===== src/rtl/if_id_pipe_reg_if.sv =====
// Fetch/decode handshake bundle for the IF->ID pipeline register.
// The slave modport is the register's own view; master is the surrounding pipeline.
interface if_id_pipe_reg_if #(
   parameter int PC_W    = 32,
   parameter int INSTR_W = 32,
   parameter int CNT_W   = 16
);
   logic               if_valid_i;
   logic [PC_W-1:0]    if_pc_i;
   logic [INSTR_W-1:0] if_instr_i;
   logic               if_ready_o;
   logic               id_valid_o;
   logic [PC_W-1:0]    id_pc_o;
   logic [INSTR_W-1:0] id_instr_o;
   logic               id_ready_i;
   logic               flush_i;
   logic [CNT_W-1:0]   stall_cnt_o;

   modport master (
      output if_valid_i, if_pc_i, if_instr_i, id_ready_i, flush_i,
      input  if_ready_o, id_valid_o, id_pc_o, id_instr_o, stall_cnt_o
   );

   modport slave (
      input  if_valid_i, if_pc_i, if_instr_i, id_ready_i, flush_i,
      output if_ready_o, id_valid_o, id_pc_o, id_instr_o, stall_cnt_o
   );
endinterface


===== src/rtl/if_id_pipe_reg.sv =====
// IF->ID pipeline register with a two-entry skid buffer, synchronous flush and a
// saturating back-pressure counter; if_ready_o depends on the state register only.
module if_id_pipe_reg #(
   parameter int                 PC_W      = 32,
   parameter int                 INSTR_W   = 32,
   parameter logic [PC_W-1:0]    RESET_PC  = {PC_W{1'b0}},
   parameter logic [INSTR_W-1:0] NOP_INSTR = INSTR_W'(32'h0000_0013),
   parameter int                 CNT_W     = 16
) (
   input  logic              clk,
   input  logic              rst,
   if_id_pipe_reg_if.slave   bus
);

   localparam logic [1:0] ST_EMPTY = 2'b00;
   localparam logic [1:0] ST_FULL  = 2'b01;
   localparam logic [1:0] ST_SKID  = 2'b10;

   logic [1:0]         state_r;
   logic [1:0]         state_nxt_s;
   logic [PC_W-1:0]    main_pc_r;
   logic [INSTR_W-1:0] main_instr_r;
   logic [PC_W-1:0]    skid_pc_r;
   logic [INSTR_W-1:0] skid_instr_r;
   logic [CNT_W-1:0]   stall_cnt_r;

   logic id_valid_s;
   logic if_ready_s;
   logic in_fire_s;
   logic out_fire_s;
   logic stall_s;
   logic load_main_in_s;
   logic load_main_skid_s;
   logic load_skid_s;

   function automatic logic [CNT_W-1:0] sat_inc(input logic [CNT_W-1:0] v);
      if (v == {CNT_W{1'b1}}) begin
         sat_inc = v;
      end else begin
         sat_inc = v + CNT_W'(1);
      end
   endfunction

   assign id_valid_s = (state_r != ST_EMPTY);
   assign if_ready_s = (state_r != ST_SKID);
   assign in_fire_s  = bus.if_valid_i & if_ready_s;
   assign out_fire_s = id_valid_s & bus.id_ready_i;
   assign stall_s    = id_valid_s & ~bus.id_ready_i;

   // Next-state and data-load decode; flush wins over both handshakes.
   always_comb begin
      state_nxt_s      = state_r;
      load_main_in_s   = 1'b0;
      load_main_skid_s = 1'b0;
      load_skid_s      = 1'b0;
      if (bus.flush_i) begin
         state_nxt_s = ST_EMPTY;
      end else begin
         case (state_r)
            ST_EMPTY: begin
               if (in_fire_s) begin
                  state_nxt_s    = ST_FULL;
                  load_main_in_s = 1'b1;
               end else begin
                  state_nxt_s = ST_EMPTY;
               end
            end
            ST_FULL: begin
               if (in_fire_s && out_fire_s) begin
                  state_nxt_s    = ST_FULL;
                  load_main_in_s = 1'b1;
               end else if (in_fire_s) begin
                  state_nxt_s = ST_SKID;
                  load_skid_s = 1'b1;
               end else if (out_fire_s) begin
                  state_nxt_s = ST_EMPTY;
               end else begin
                  state_nxt_s = ST_FULL;
               end
            end
            ST_SKID: begin
               // if_ready_o is low here, so only the drain can happen
               if (out_fire_s) begin
                  state_nxt_s      = ST_FULL;
                  load_main_skid_s = 1'b1;
               end else begin
                  state_nxt_s = ST_SKID;
               end
            end
            default: begin
               state_nxt_s = ST_EMPTY;
            end
         endcase
      end
   end

   // State register.
   always_ff @(posedge clk) begin
      if (rst) begin
         state_r <= ST_EMPTY;
      end else begin
         state_r <= state_nxt_s;
      end
   end

   // Main and skid data registers; they hold unless a load is decoded.
   always_ff @(posedge clk) begin
      if (rst) begin
         main_pc_r    <= RESET_PC;
         main_instr_r <= NOP_INSTR;
         skid_pc_r    <= RESET_PC;
         skid_instr_r <= NOP_INSTR;
      end else begin
         if (load_main_in_s) begin
            main_pc_r    <= bus.if_pc_i;
            main_instr_r <= bus.if_instr_i;
         end else if (load_main_skid_s) begin
            main_pc_r    <= skid_pc_r;
            main_instr_r <= skid_instr_r;
         end else begin
            main_pc_r    <= main_pc_r;
            main_instr_r <= main_instr_r;
         end
         if (load_skid_s) begin
            skid_pc_r    <= bus.if_pc_i;
            skid_instr_r <= bus.if_instr_i;
         end else begin
            skid_pc_r    <= skid_pc_r;
            skid_instr_r <= skid_instr_r;
         end
      end
   end

   // Back-pressure counter; flush does not touch it.
   always_ff @(posedge clk) begin
      if (rst) begin
         stall_cnt_r <= {CNT_W{1'b0}};
      end else if (stall_s) begin
         stall_cnt_r <= sat_inc(stall_cnt_r);
      end else begin
         stall_cnt_r <= stall_cnt_r;
      end
   end

   assign bus.id_valid_o  = id_valid_s;
   assign bus.if_ready_o  = if_ready_s;
   assign bus.id_pc_o     = main_pc_r;
   assign bus.id_instr_o  = main_instr_r;
   assign bus.stall_cnt_o = stall_cnt_r;

endmodule

===== src/flat_wrapper.sv =====
// flat-port wrapper written by rule: the top's interface ports become plain ports
module if_id_pipe_reg_flat 
#(
   parameter int                 PC_W      = 32,
   parameter int                 INSTR_W   = 32,
   parameter logic [PC_W-1:0]    RESET_PC  = {PC_W{1'b0}},
   parameter logic [INSTR_W-1:0] NOP_INSTR = INSTR_W'(32'h0000_0013),
   parameter int                 CNT_W     = 16
)
  (clk, rst, bus_if_valid_i, bus_if_pc_i, bus_if_instr_i, bus_id_ready_i, bus_flush_i, bus_if_ready_o, bus_id_valid_o, bus_id_pc_o, bus_id_instr_o, bus_stall_cnt_o);
  if_id_pipe_reg_if #(.PC_W(PC_W), .INSTR_W(INSTR_W), .CNT_W(CNT_W)) bus_i ();
  input  logic clk;
  input  logic rst;
  input wire logic [$bits(bus_i.if_valid_i)-1:0] bus_if_valid_i;
  input wire logic [$bits(bus_i.if_pc_i)-1:0] bus_if_pc_i;
  input wire logic [$bits(bus_i.if_instr_i)-1:0] bus_if_instr_i;
  input wire logic [$bits(bus_i.id_ready_i)-1:0] bus_id_ready_i;
  input wire logic [$bits(bus_i.flush_i)-1:0] bus_flush_i;
  output wire logic [$bits(bus_i.if_ready_o)-1:0] bus_if_ready_o;
  output wire logic [$bits(bus_i.id_valid_o)-1:0] bus_id_valid_o;
  output wire logic [$bits(bus_i.id_pc_o)-1:0] bus_id_pc_o;
  output wire logic [$bits(bus_i.id_instr_o)-1:0] bus_id_instr_o;
  output wire logic [$bits(bus_i.stall_cnt_o)-1:0] bus_stall_cnt_o;
  assign bus_i.if_valid_i = bus_if_valid_i;
  assign bus_i.if_pc_i = bus_if_pc_i;
  assign bus_i.if_instr_i = bus_if_instr_i;
  assign bus_i.id_ready_i = bus_id_ready_i;
  assign bus_i.flush_i = bus_flush_i;
  assign bus_if_ready_o = bus_i.if_ready_o;
  assign bus_id_valid_o = bus_i.id_valid_o;
  assign bus_id_pc_o = bus_i.id_pc_o;
  assign bus_id_instr_o = bus_i.id_instr_o;
  assign bus_stall_cnt_o = bus_i.stall_cnt_o;
  if_id_pipe_reg #(.PC_W(PC_W), .INSTR_W(INSTR_W), .RESET_PC(RESET_PC), .NOP_INSTR(NOP_INSTR), .CNT_W(CNT_W)) u_core (.clk(clk), .rst(rst), .bus(bus_i));
endmodule

===== config.mk =====
export PLATFORM = sky130hd
export DESIGN_NAME = if_id_pipe_reg_flat
export DESIGN_NICKNAME = d
export VERILOG_FILES = /design/src/rtl/if_id_pipe_reg_if.sv /design/src/rtl/if_id_pipe_reg.sv /design/src/flat_wrapper.sv
export SDC_FILE = /design/constraint.sdc
export NUM_CORES = 1
export LEC_CHECK = 0
export CAP_MARGIN = 20
export CORE_MARGIN = 2
export CORE_UTILIZATION = 49
export CTS_CLUSTER_SIZE = 30
export DETAILED_ROUTE_END_ITERATION = 8
export GPL_ROUTABILITY_DRIVEN = 0
export PLACE_DENSITY = 0.78
export REMOVE_ABC_BUFFERS = 1
export SLEW_MARGIN = 20
export SYNTH_ARGS = -nofsm -noshare
export SYNTH_HDL_FRONTEND = slang
export SYNTH_SLANG_ARGS = --single-unit

===== constraint.sdc =====
create_clock -name clk -period 3.1 [get_ports clk]
set_clock_uncertainty 0.2 [all_clocks]
set_input_delay 0.62 -clock clk [delete_from_list [all_inputs] [get_ports clk]]
set_output_delay 0.62 -clock clk [all_outputs]
set_load 0.02 [all_outputs]

==> qor.yml <==
met1_length_mm: 7.18
rrSetupSlack_ns: 0.38
setup_viol: 0
seq_area_frac_synth_pct: 48.3
worstSetupEndpointType: "flop"
initial_core_util_pct: 50.4
fmax_ghz: 0.367
place_area_um2: 7650
totalNegativeSetupSlack_ns: 0
grt_pass1_vias: 5673
clkLatencyLatePin_ns: 0.42
cts-resized-gates: 0
hold_path_class: "reg -> reg"
drive_above_1_share_pct: 13.9
required_ns: 3.19
cts.clk_slew.worst_paths_ns: 0.06
grt_pass1_wl_mm: 27.3
tritoncts: "yes"
status: "complete, no violations"
setup_ws_ns: 0.377
routed-via-count: 5682
critPathArrivalTime_ns: 2.82
final_nets: 880
p_per_area_nw_per_um2: 571
postSynthCellCount: 685
hold_viol: 0
yosysWarnings: 0
yosys.area.top_type: "dfxtp_1"
synth.cell_area_um2: 6050
fillers: 910
synth_ff_type: "dfxtp_1"
routed.top_layer: "met4"
areaGrowthSynthToFinish_pct: 37.6
tightest_slew_ns: 0.715
die-area_um2: 13300
synth_top_area_share_pct: 48.3
synth_top_family_by_area: "compound AO/OA/AOI/OAI gates"
cts_setup_buffers: 0
path_max_fanout: 61
gr-total-overflow: 0
rr_startpoint: "u_core.state_r[1]"
clock_sinks: 146
die_x_um: 115
route.met2.wl_mm: 8.25
die_h_um: 115
synth_seq_cells: 146
place_ws_ns: 0.122
synth_edf_count: 0
final_cells: 968
cts_buffer_depth: 2
grt_max_degree: 68
maxSlewHeadroom_pct: 51.8
wl_met3_mm: 1.20
cts.hold.buffers_added: 0
place_inst: 936
synth_simple_gate_area_share_pct: 16.6
grt_setup_unrepaired: "false"
via_per_inst: 5.87
drv_cap: 0
slew_viol_final: 0
io-pin-count: 151
synth_xor_area_share_pct: 0.289
routedWlPerCell_um: 17.6
start_kind: "flop"
yosysUniqueCellTypes: 42
firstDrtPassIters: 6
fin_crit_sh_pct: 87.8
synth_adder_area_share_pct: 0.620
power_mw: 4.75
rows: 40
antenna_cells: 0
final_area_um2: 8320
design.core.area_um2: 12000
drc: 0
power_leakage_nw: 2.74
cts_root_buf: "clkbuf_16"
ir_drop_v: 0.000332
dpl.hpwl_mm: 10.4
synth-compound-area-share_pct: 28.1
period_needed_ns: 2.72
holdCritStartpoint: "u_core.skid_pc_r[31]"
cts_max_level: 4
io_buffers: 150
whs_ns: 0.257
numCtsBuffers: 17
final_util_pct: 69.3
syn_area_per_cell_um2: 8.83
startpoint: "u_core.state_r[1]"
muxShareOfSynthArea_pct: 0.827
synthTopCellsByArea: "dfxtp_1 (48%), o22ai_2 (12%), nand2_1 (12%), o22ai_1 (6.5%), a21oi_1 (6.0%)"
antenna_left: 0
async_flop_share_pct: 0
grt_util_all_layers_pct: 25.8
drt_wl_total_mm: 17.0
antenna_found_initial: 0
drt_iter0_drc: 411
crit_type: "reg -> reg"
## routing by layer
metal,vias up,GRT usage [%]
li1,2692,-
met1,2753,32.0
met2,205,41.5
met3,32,7.54
met4,0,11.6
met5,-,0
## worst max-delay path: stages, from the launching register on
cell      delay (ns)
dfxtp_1         0.60
nand2b_1        0.19
and2_1          0.22
ha_1            0.18
mux2i_1         0.17
o22a_1          0.30
or3_4           0.18
buf_12          0.36
o22ai_2         0.15
## area by class of cell
type                            instances  area, µm²  area share [%]
Sequential cell                       146       2920            35.1
Multi-Input combinational cell        472       2840            34.1
Timing Repair Buffer                  163       1670            20.1
Clock buffer                           22        474            5.70
Clock inverter                         10        203            2.44
Tap cell                              147        184            2.21
Inverter                                8       30.0           0.361
## path summary, 6_finish.rpt
kind	depth (start not counted)	endpoint
min reg2reg	2	u_core.skid_pc_r[31]
min	2	u_core.skid_pc_r[31]
max reg2reg	8	u_core.bus.id_pc_o[2]
max	8	u_core.bus.id_pc_o[2]
## cell usage after synthesis, types with 2 or more instances
master,instances
nand4_1,7
buf_2,11
dfxtp_1,146
mux2i_1,5
o21ai_0,9
a21oi_1,72
o22ai_1,63
o211ai_1,3
nand2_1,191
and4_1,2
buf_6,6
xor2_1,2
a2111oi_0,3
o31ai_1,3
a211o_1,3
nor3_1,5
ha_1,3
or2_2,3
or4_1,2
inv_1,7
buf_1,4
o22ai_2,59
and3_1,2
clkbuf_1,37
nor2_1,8
nand3_1,4
or3_1,10
## placed cells by master (no fill, tap or decap), drive strengths merged, types with 7 or more instances in the layout
master         synthesis  final
o21ai                  9      9
inv                    8      8
buf                   22     14
or3                   10     10
o22ai                122    122
a21oi                 72     72
clkdlybuf4s50          0    149
dfxtp                146    146
nand4                  7      7
clkbuf                37     22
nor2                   8      8
nand2                191    191
## cell families after synthesis
family                     Yosys count
DFF                                146
xor gates and xnor gates             2
AOI/OAI and AO/OA                  222
and+or+nand+nor                    240
muxes                                5
adders and majority gates            3
buffers and inverters               67
## registers in the layout (all words and copies together), names as in the netlist
name	count
u_core.bus.id_instr_o	32
u_core.bus.id_pc_o	32
u_core.bus.stall_cnt_o	16
u_core.skid_instr_r	32
u_core.skid_pc_r	32
u_core.state_r	2
## power by group
group,leakage (nW),internal (mW),total [mW],switching [mW]
clock network,0.330,1.57,2.35,0.775
logic,1.23,0.211,0.469,0.258
registers,1.18,1.92,1.94,0.0241
No activity file was read; power rests on OpenSTA's default activity.
